## src/rtl/vga_capture_decoder.sv

```systemverilog
// Receive side of a VGA link: measures sync/blank timing, locks onto a stable mode
// and emits every visible pixel with its recovered column, row and 5:5:5 colour.
module vga_capture_decoder #(
   parameter bit          SYNC_ACTIVE = 1'b0,
   parameter int unsigned LOCK_FRAMES = 2
) (
   input  logic        clock,
   input  logic        reset,
   input  logic        hs,
   input  logic        vs,
   input  logic        blank_n,
   input  logic [7:0]  r,
   input  logic [7:0]  g,
   input  logic [7:0]  b,
   output logic        pixel_valid,
   output logic [11:0] pixel_col,
   output logic [10:0] pixel_row,
   output logic [14:0] pixel_rgb,
   output logic        frame_start,
   output logic        locked,
   output logic        timing_err,
   output logic [11:0] h_total,
   output logic [11:0] h_active,
   output logic [10:0] v_total,
   output logic [10:0] v_active
);

   typedef enum logic [1:0] {SEARCH, MEASURE, VERIFY, LOCKED} state_t;

   localparam logic       SYNC_IDLE  = ~SYNC_ACTIVE;
   localparam logic [3:0] MATCH_LAST = 4'(LOCK_FRAMES - 1);

   logic        hs_q, vs_q, hs_p_q, vs_p_q, de_q;
   logic [14:0] rgb_q;

   logic [11:0] hcnt_q, hcnt_d, hact_q, hact_d;
   logic [10:0] vcnt_q, vcnt_d, vact_q, vact_d;
   logic        line_act_q, line_act_d;
   logic        first_q, first_d, ref_a_v_q, ref_a_v_d;
   logic [11:0] ref_h_q, ref_h_d, ref_a_q, ref_a_d;
   logic        incons_q, incons_d, sat_q, sat_d;

   state_t      state_q, state_d;
   logic [3:0]  match_q, match_d;
   logic [11:0] h_total_q, h_total_d, h_active_q, h_active_d;
   logic [10:0] v_total_q, v_total_d, v_active_q, v_active_d;

   logic        ps_valid_q, ps_valid_d;
   logic [11:0] ps_col_q, ps_col_d;
   logic [10:0] ps_row_q, ps_row_d;
   logic [14:0] ps_rgb_q;

   logic        pixel_valid_q, pixel_valid_d;
   logic [11:0] pixel_col_q, pixel_col_d;
   logic [10:0] pixel_row_q, pixel_row_d;
   logic [14:0] pixel_rgb_q, pixel_rgb_d;
   logic        frame_start_q, locked_q, locked_d, timing_err_q, timing_err_d;

   logic        hs_edge, vs_edge, sat_now, h_bad, a_bad, frame_bad, frame_eq, lock_err, load;
   logic [11:0] line_h, line_a, frame_h, frame_a, col_now;
   logic [10:0] frame_v, frame_va;

   logic unused_lsbs;
   assign unused_lsbs = ^{r[2:0], g[2:0], b[2:0]};

   assign hs_edge = (hs_q == SYNC_ACTIVE) && (hs_p_q == SYNC_IDLE);
   assign vs_edge = (vs_q == SYNC_ACTIVE) && (vs_p_q == SYNC_IDLE);

   // Blanking lines carry no active video, so h_active is only compared across lines that have some.
   always_comb begin
      sat_now   = (&hcnt_q) | (&hact_q) | (&vcnt_q) | (&vact_q);
      line_h    = (&hcnt_q) ? hcnt_q : hcnt_q + 12'd1;
      line_a    = hact_q;
      h_bad     = hs_edge && !first_q && (line_h != ref_h_q);
      a_bad     = hs_edge && line_act_q && ref_a_v_q && (line_a != ref_a_q);
      frame_h   = (hs_edge && first_q) ? line_h : ref_h_q;
      frame_a   = (hs_edge && line_act_q && !ref_a_v_q) ? line_a : ref_a_q;
      frame_v   = vcnt_q;
      if (hs_edge && !(&vcnt_q)) frame_v = vcnt_q + 11'd1;
      frame_va  = vact_q;
      if (hs_edge && line_act_q && !(&vact_q)) frame_va = vact_q + 11'd1;
      frame_bad = incons_q | h_bad | a_bad | sat_q | sat_now;
      frame_eq  = (frame_h == h_total_q) && (frame_a == h_active_q) &&
                  (frame_v == v_total_q) && (frame_va == v_active_q);
      lock_err  = (state_q == LOCKED) &&
                  (sat_now ||
                   (hs_edge && ((line_h != h_total_q) || (line_act_q && (line_a != h_active_q)))) ||
                   (vs_edge && ((frame_v != v_total_q) || (frame_va != v_active_q))));
   end

   always_comb begin
      hcnt_d     = hs_edge ? '0 : ((&hcnt_q) ? hcnt_q : hcnt_q + 12'd1);
      hact_d     = hs_edge ? {11'd0, de_q} : ((de_q && !(&hact_q)) ? hact_q + 12'd1 : hact_q);
      line_act_d = hs_edge ? de_q : (line_act_q | de_q);
      vcnt_d     = vs_edge ? '0 : frame_v;
      vact_d     = vs_edge ? '0 : frame_va;
      first_d    = first_q;
      ref_h_d    = ref_h_q;
      ref_a_d    = ref_a_q;
      ref_a_v_d  = ref_a_v_q;
      incons_d   = incons_q | h_bad | a_bad;
      sat_d      = sat_q | sat_now;
      if (hs_edge && first_q) begin
         ref_h_d = line_h;
         first_d = 1'b0;
      end
      if (hs_edge && line_act_q && !ref_a_v_q) begin
         ref_a_d   = line_a;
         ref_a_v_d = 1'b1;
      end
      // The hs edge above closes the ending frame's last line before the frame state restarts.
      if (vs_edge) begin
         first_d   = 1'b1;
         ref_a_v_d = 1'b0;
         incons_d  = 1'b0;
         sat_d     = 1'b0;
      end
   end

   always_comb begin
      state_d      = state_q;
      match_d      = match_q;
      load         = 1'b0;
      timing_err_d = 1'b0;
      case (state_q)
         SEARCH:  if (vs_edge) state_d = MEASURE;
         MEASURE: if (vs_edge && !frame_bad) begin
                     load    = 1'b1;
                     match_d = '0;
                     state_d = VERIFY;
                  end
         VERIFY:  if (vs_edge) begin
                     if (frame_bad) begin
                        state_d = MEASURE;
                     end else if (frame_eq) begin
                        if (match_q == MATCH_LAST) state_d = LOCKED;
                        else                       match_d = match_q + 4'd1;
                     end else begin
                        load    = 1'b1;
                        match_d = '0;
                     end
                  end
         LOCKED:  if (lock_err) begin
                     timing_err_d = 1'b1;
                     state_d      = SEARCH;
                  end
         default: state_d = SEARCH;
      endcase
      h_total_d  = load ? frame_h  : h_total_q;
      h_active_d = load ? frame_a  : h_active_q;
      v_total_d  = load ? frame_v  : v_total_q;
      v_active_d = load ? frame_va : v_active_q;
      locked_d   = (state_d == LOCKED);
   end

   always_comb begin
      col_now       = hs_edge ? '0 : hact_q;
      ps_col_d      = col_now;
      ps_row_d      = vs_edge ? '0 : frame_va;
      ps_valid_d    = (state_q == LOCKED) && !lock_err && de_q &&
                      (col_now < h_active_q) && (ps_row_d < v_active_q);
      pixel_valid_d = ps_valid_q && (state_q == LOCKED) && !lock_err;
      pixel_col_d   = ps_valid_q ? ps_col_q : pixel_col_q;
      pixel_row_d   = ps_valid_q ? ps_row_q : pixel_row_q;
      pixel_rgb_d   = ps_valid_q ? ps_rgb_q : pixel_rgb_q;
   end

   always_ff @(posedge clock) begin
      if (reset) begin
         hs_q <= SYNC_IDLE;   vs_q <= SYNC_IDLE;
         hs_p_q <= SYNC_IDLE; vs_p_q <= SYNC_IDLE;
         de_q <= 1'b0;        rgb_q <= '0;
         hcnt_q <= '0; hact_q <= '0; vcnt_q <= '0; vact_q <= '0;
         line_act_q <= 1'b0; first_q <= 1'b1; ref_a_v_q <= 1'b0;
         ref_h_q <= '0; ref_a_q <= '0; incons_q <= 1'b0; sat_q <= 1'b0;
         state_q <= SEARCH; match_q <= '0;
         h_total_q <= '0; h_active_q <= '0; v_total_q <= '0; v_active_q <= '0;
         ps_valid_q <= 1'b0; ps_col_q <= '0; ps_row_q <= '0; ps_rgb_q <= '0;
         pixel_valid_q <= 1'b0; pixel_col_q <= '0; pixel_row_q <= '0; pixel_rgb_q <= '0;
         frame_start_q <= 1'b0; locked_q <= 1'b0; timing_err_q <= 1'b0;
      end else begin
         hs_q <= hs;          vs_q <= vs;
         hs_p_q <= hs_q;      vs_p_q <= vs_q;
         de_q <= blank_n;     rgb_q <= {r[7:3], g[7:3], b[7:3]};
         hcnt_q <= hcnt_d; hact_q <= hact_d; vcnt_q <= vcnt_d; vact_q <= vact_d;
         line_act_q <= line_act_d; first_q <= first_d; ref_a_v_q <= ref_a_v_d;
         ref_h_q <= ref_h_d; ref_a_q <= ref_a_d; incons_q <= incons_d; sat_q <= sat_d;
         state_q <= state_d; match_q <= match_d;
         h_total_q <= h_total_d; h_active_q <= h_active_d;
         v_total_q <= v_total_d; v_active_q <= v_active_d;
         ps_valid_q <= ps_valid_d; ps_col_q <= ps_col_d; ps_row_q <= ps_row_d; ps_rgb_q <= rgb_q;
         pixel_valid_q <= pixel_valid_d; pixel_col_q <= pixel_col_d;
         pixel_row_q <= pixel_row_d; pixel_rgb_q <= pixel_rgb_d;
         frame_start_q <= vs_edge; locked_q <= locked_d; timing_err_q <= timing_err_d;
      end
   end

   assign pixel_valid = pixel_valid_q;
   assign pixel_col   = pixel_col_q;
   assign pixel_row   = pixel_row_q;
   assign pixel_rgb   = pixel_rgb_q;
   assign frame_start = frame_start_q;
   assign locked      = locked_q;
   assign timing_err  = timing_err_q;
   assign h_total     = h_total_q;
   assign h_active    = h_active_q;
   assign v_total     = v_total_q;
   assign v_active    = v_active_q;

endmodule
```

## config.mk

```make
export PLATFORM = sky130hd
export DESIGN_NAME = vga_capture_decoder
export DESIGN_NICKNAME = d
export VERILOG_FILES = /design/src/rtl/vga_capture_decoder.sv
export SDC_FILE = /design/constraint.sdc
export NUM_CORES = 1
export LEC_CHECK = 0
export CAP_MARGIN = 40
export CORE_MARGIN = 8
export CORE_UTILIZATION = 42
export DETAILED_ROUTE_END_ITERATION = 10
export PLACE_DENSITY = 0.65
export RECOVER_POWER = 50
export SLEW_MARGIN = 30
export SYNTH_ARGS = -nofsm -noshare
export SYNTH_HDL_FRONTEND = slang
export SYNTH_SLANG_ARGS = --single-unit
```

## constraint.sdc

```tcl
create_clock -name clock -period 3.55 [get_ports clock]
set_input_delay 1.065 -clock clock [delete_from_list [all_inputs] [get_ports clock]]
set_output_delay 1.065 -clock clock [all_outputs]
set_load 0.01 [all_outputs]
```

Word level (Yosys, flattened, before mapping)

Index checks and enable logic that the tools add are counted.

Register bits: 217
Input port bits: 29
Word-level logic and storage cells: 150

Add/subtract/negate cells: 5
Order comparisons: 2
Eq/ne operators: 19
Mux-type cells: 30
Bitwise logic cells: 12
Reductions and logical operators: 48

Operators with widths:

| kind                  | count |
|---|---|
| $mux 12               | 4 |
| $ne 12x12->1          | 4 |
| $mux 11               | 3 |
| $logic_and 1x1->1     | 26 |
| $add 12x1->12 const B | 2 |
| $eq 12x12->1          | 2 |
| $reduce_and 12->1     | 2 |
| $add 11x1->11 const B | 2 |
| $eq 11x11->1          | 2 |
| $ne 11x11->1          | 2 |
| $reduce_and 11->1     | 2 |
| $mux 4                | 5 |
| $mux 2                | 7 |
| $lt 12x12->1          | 1 |
| $lt 11x11->1          | 1 |
| $or 1x1->1            | 9 |
| $mux 1                | 8 |
| $pmux 2 s4            | 1 |
| $pmux 4 s2            | 1 |
| $logic_not 1->1       | 7 |
| $eq 2x2->1 const B    | 3 |
| $ne 2x2->1 const B    | 3 |
| $reduce_or 2->1       | 3 |
| $reduce_and 5->1      | 1 |
| other kinds (9)       | 15 |

Longest topological paths before layout

Word-level depth: 15
Mapped depth: 15

Worst setup path after synthesis

OpenSTA, ideal clock, no wires.

Path type: register to register
From: register hcnt_q[1]
To: register v_total_q[6], in the netlist v_total[6]
Setup time: 128 ps
Arrival: 3,408 ps
Required time: 3,422 ps
Path slack: 15 ps
Stages on the path, launching flop included: 14
Path buffers: 2
Clock period less this slack: 3,535 ps
Cell sequence: dfxtp_1 > ha_1 > and4_1 > nand4_2 > buf_2 > a22o_1 > nor4_1 > nand4_1 > or4_1 > a211o_1 > a311oi_4 > buf_4 > mux2i_1 > nor2_1

Longest elaborated chain between the ends: 12
Elaborated cells on any way between the ends: 24
Classes of those cells: 1 x add/sub; 2 x eq/ne; 7 x mux; 7 x bitwise; 7 x reduce/logical

RTL lines:

| what                                                      | RTL line | text |
|---|---|---|
| from (decl)                                               | 36       | `logic [11:0] hcnt_q, hcnt_d, hact_q, hact_d;` |
| from (signal assigned)                                    | 185      | `hcnt_q <= hcnt_d; hact_q <= hact_d; vcnt_q <= vcnt_d; vact_q <= vact_d;` |
| $add 12x1->12 / $reduce_and 12->1 (equally long branches) | 72, 71   |  |
| $mux 12                                                   | -        |  |
| $ne 12x12->1                                              | 74       | `h_bad = hs_edge && !first_q && (line_h != ref_h_q);` |
| $logic_and 1x1->1                                         | 74       |  |
| $or 1x1->1 (4 in series)                                  | 82       | `frame_bad = incons_q \| h_bad \| a_bad \| sat_q \| sat_now;` |
| $logic_not 1->1                                           | 127      | `MEASURE: if (vs_edge && !frame_bad) begin` |
| $logic_and 1x1->1                                         | 127      |  |
| $mux 1                                                    | 127      |  |
| $pmux 1 s2 *                                              | 125      | `case (state_q)` |
| to (signal assigned)                                      | 190      | `v_total_q <= v_total_d; v_active_q <= v_active_d;` |
| to (decl)                                                 | 46       | `logic [10:0] v_total_q, v_total_d, v_active_q, v_active_d;` |

Mark *: on every way between the ends. The rest lies on a longest branch, timed or not.
A chain may end at the register's enable or synchronous reset.

Worst setup path after layout

From: register hs_q
To: register h_active_q[10], in the netlist h_active[10]

Longest elaborated chain between the ends: 13
Elaborated cells on any way between the ends: 33
Classes of those cells: 4 x eq/ne; 9 x mux; 5 x bitwise; 15 x reduce/logical

RTL lines:

| what                            | RTL line   | text |
|---|---|---|
| from (decl)                     | 33         | `logic hs_q, vs_q, hs_p_q, vs_p_q, de_q;` |
| from (signal assigned)          | 182        | `hs_q <= hs; vs_q <= vs;` |
| $not 1->1 *                     | 66         | `assign hs_edge = (hs_q == SYNC_ACTIVE) && (hs_p_q == SYNC_IDLE);` |
| $logic_and 1x1->1 *             | 66         |  |
| $logic_and 1x1->1               | 75, 77, 81 |  |
| $logic_and 1x1->1               | 77         | `frame_a = (hs_edge && line_act_q && !ref_a_v_q) ? line_a : ref_a_q;` |
| $mux 12                         | -          |  |
| $eq 12x12->1                    | 83         | `frame_eq = (frame_h == h_total_q) && (frame_a == h_active_q) &&` |
| $logic_and 1x1->1 (2 in series) | 83         |  |
| $logic_and 1x1->1               | 84         | `(frame_v == v_total_q) && (frame_va == v_active_q);` |
| $mux 1                          | 135        | `end else if (frame_eq) begin` |
| $mux 1                          | 133        | `if (frame_bad) begin` |
| $mux 1                          | 132        | `VERIFY: if (vs_edge) begin` |
| $pmux 1 s2                      | 125        |  |
| to (signal assigned)            | 189        | `h_total_q <= h_total_d; h_active_q <= h_active_d;` |
| to (decl)                       | 45         | `logic [11:0] h_total_q, h_total_d, h_active_q, h_active_d;` |

Marks and branches as above.

==> results.yml <==
run_status:
  outcome: "finished, final reports clean"
floorplan:
  die_area_um2: 31200
  core-area_um2: 25700
  io_pins: 117
  die_y_um: 177
  rows: 59
  die_w_um: 177
  start_util_pct: 42.3
synthesis:
  syn_nets: 1350
  synth-main-ff-cell: "dfxtp_1"
  synth_top_cell_by_area: "dfxtp_1"
  yosysWarnings: 0
  netlist_area_um2: 10900
  synth_most_common_cell: "dfxtp_1"
  syn_inst: 1290
  ys_seq_area_share_pct: 40.0
  synth_edf_count: 0
  synth_top_area_share_pct: 40.0
  async_flop_share_pct: 0
  yosysUniqueCellTypes: 69
  yosys_register_bits: 217
  avgSynthCellArea_um2: 8.41
  ys_top_cells_by_area: "dfxtp_1 (40%), nor2_1 (6.4%), mux2i_1 (4.3%)"
  yosys-top-cells-count: "dfxtp_1 (217), nor2_1 (186), nand2_1 (116)"
cts:
  clock_path_buffers: 3
  clock_sinks: 217
  cts_tree: "built"
  clockRootBuffer: "clkbuf_16"
  insertion_delay_ns: 0.52
  path_clk_slew_ns: 0.06
  cts_buffers: 25
  htreeDepth: 1
final_layout:
  syn2layout_area_growth_pct: 32.5
  fill_cells: 2345
  n_antenna_cell: 0
  nets: 1552
  drive_gt1_share_pct: 18.7
  final_cell_area_um2: 14400
  fin_util_pct: 56.0
  fin_cells: 1845
pwr:
  switching_share_pct: 23.4
  peakVddDrop_mv: 0.492
  p_sw_uw: 1260
  power.density_nw_per_um2: 374
  clock_power_share_pct: 47.2
  comb_power_share_pct: 6.6
  leakage_uw: 0.00544
  internal_power_uw: 4120
  seqPwrFrac_pct: 46.2
timing:
  fin_crit_ns: 3.48
  hold_viol: 0
  clock_skew_ns: 0.00778
  worst_slew_pin_slew_ns: 0.850
  fmax_mhz: 287
  worst_slack_ns: 0.0709
  timing.slew.headroom_pct: 43.3
  setup_viol: 0
  hold_slack_ns: 0.436
  fin_crit_sh_pct: 98.0
  final_max_slew_viol_count: 0
route:
  drt-pass1-iter-count: 5
  drt_iter0_markers: 912
  vias_per_cell: 5.44
  vias: 10000
  routed_wl_um: 32900
  wl_per_cell_um: 17.9
  antenna_left: 0
  drc: 0
critical_path:
  path_class: "flip-flop to flip-flop"
  critPathCaptureType: "flip-flop"
  cp.required_ns: 3.98
  arrival_ns: 3.91
  crit_fanout: 8
  start_kind: "flip-flop"
placed_design:
  io_buffers: 107
  hpwl_um: 23500
  post-place-ws_ns: -0.123
  gp_congestion: 0.957
  dp_cells: 1782
  placed_area_um2: 13000
global_routing:
  grt_max_degree: 141
  gr-usage-all-layers_pct: 19.8
  overflow: 0
  first_global_vias: 9261
  grt_pass1_wl_um: 50500
  antenna_found_initial: 0
run:
  cap_violations: 0
worst_hold_path:
  hold_class: "flip-flop to flip-flop"
final cells by class:
type | instances | area (um2) | share of cell area (%)
clock buffer | 33 | 686 | 4.77
clock inverter | 12 | 120 | 0.835
inverter | 48 | 180 | 1.25
multi-input combinational | 941 | 6270 | 43.6
sequential | 217 | 4370 | 30.4
tap | 335 | 419 | 2.91
timing repair buffer | 259 | 2340 | 16.3
layer usage:
metal	share of wire [%]	up-vias	global-route usage, %
li1	-	4906	-
met1	44	4784	25.9
met2	48	296	33.0
met3	5.8	58	2.84
met4	2.8	0	6.06
met5	0	-	0
path summary, 6_finish.rpt:
path,start,end,slack (ns),cells past startpoint
setup / recovery,hs_q,h_active[10],0.07,16
hold / removal,rgb_q[9],ps_rgb_q[9],0.44,1
setup reg to reg,hs_q,h_active[10],0.07,16
hold reg to reg,rgb_q[9],ps_rgb_q[9],0.44,1
cells by family (layout without fill, tap and decap cells):
logic type               count (synthesis)  in the layout  share of synthesized area, %
flip-flops                             217            217                          40.0
multiplexers                            48             48                          4.44
buffers and inverters                  132            352                          4.83
AND/OR/NAND/NOR                        535            535                          24.1
AO/OA/AOI/OAI                          231            231                          15.3
adder cells (fa/ha/maj)                 31             31                          3.57
XOR/XNOR                                96             96                          7.75
stage by stage:
step	setup TNS (ns)	total power, uW
2_1_floorplan	0	2740
3_3_place_gp	-1.74	2860
3_5_place_dp	-2.54	2870
4_1_cts	0	5410
5_1_grt	-0.937	5560
6_report	0	5380
critical path, cell delays in order, from the launching register on:
cell and delay, ns:
dfxtp_1 0.36, nand3b_1 0.21, buf_4 0.19, nor2_1 0.41, clkbuf_1 0.38, mux2i_1 0.28
nand2_1 0.08, o221ai_1 0.07, nor3_1 0.07, and4_2 0.25, buf_4 0.16, a311oi_4 0.28
buf_6 0.20, buf_12 0.15, buf_6 0.14, nand2_1 0.07, o31ai_2 0.07
flip-flops by register name, summed over array words and instances (netlist names), 2 cells and up:
signal	flops
ps_rgb_q	15
state_q	2
vcnt_q	11
ps_col_q	12
ref_h_q	12
h_total	12
pixel_rgb	15
hcnt_q	12
h_active	12
ref_a_q	12
v_total	11
pixel_row	11
match_q	4
v_active	11
rgb_q	15
pixel_col	12
hact_q	12
ps_row_q	11
timing repair:
item,4_1_cts,5_1_grt
setup endpoints to repair,46,51
cloned,1,4
hold buffers,0,0
pin swaps,8,21
setup buffers,3,10
gates resized for setup,18,66
cell usage in the layout, fill, tap and decap left out, types with 10 or more instances in the layout:
cell type	netlist	routed
dfxtp_2	0	16
ha_1	31	30
clkdlybuf4s50_1	0	106
mux2i_1	47	47
clkbuf_1	62	10
o31ai_1	16	15
o21ai_0	49	45
inv_1	47	47
buf_4	2	133
nand2_1	116	115
dfxtp_1	217	200
nand3_1	35	31
clkbuf_16	0	28
nor2b_1	48	47
a211oi_1	14	11
and3_1	21	19
xor2_1	50	46
a211oi_2	14	16
nand4_1	25	25
nor2_1	186	185
nor3_1	23	19
a21oi_1	49	49
xnor2_1	46	46
power groups by stage:
stage | logic (uW) | registers [uW] | clock network [uW]
3_3_place_gp | 325 | 2540 | 0
6_report | 356 | 2490 | 2540
5_1_grt | 385 | 2490 | 2680
2_1_floorplan | 202 | 2540 | 0
3_5_place_dp | 329 | 2540 | 0
4_1_cts | 336 | 2490 | 2590
Note: power is estimated with default switching activity, not from simulation.
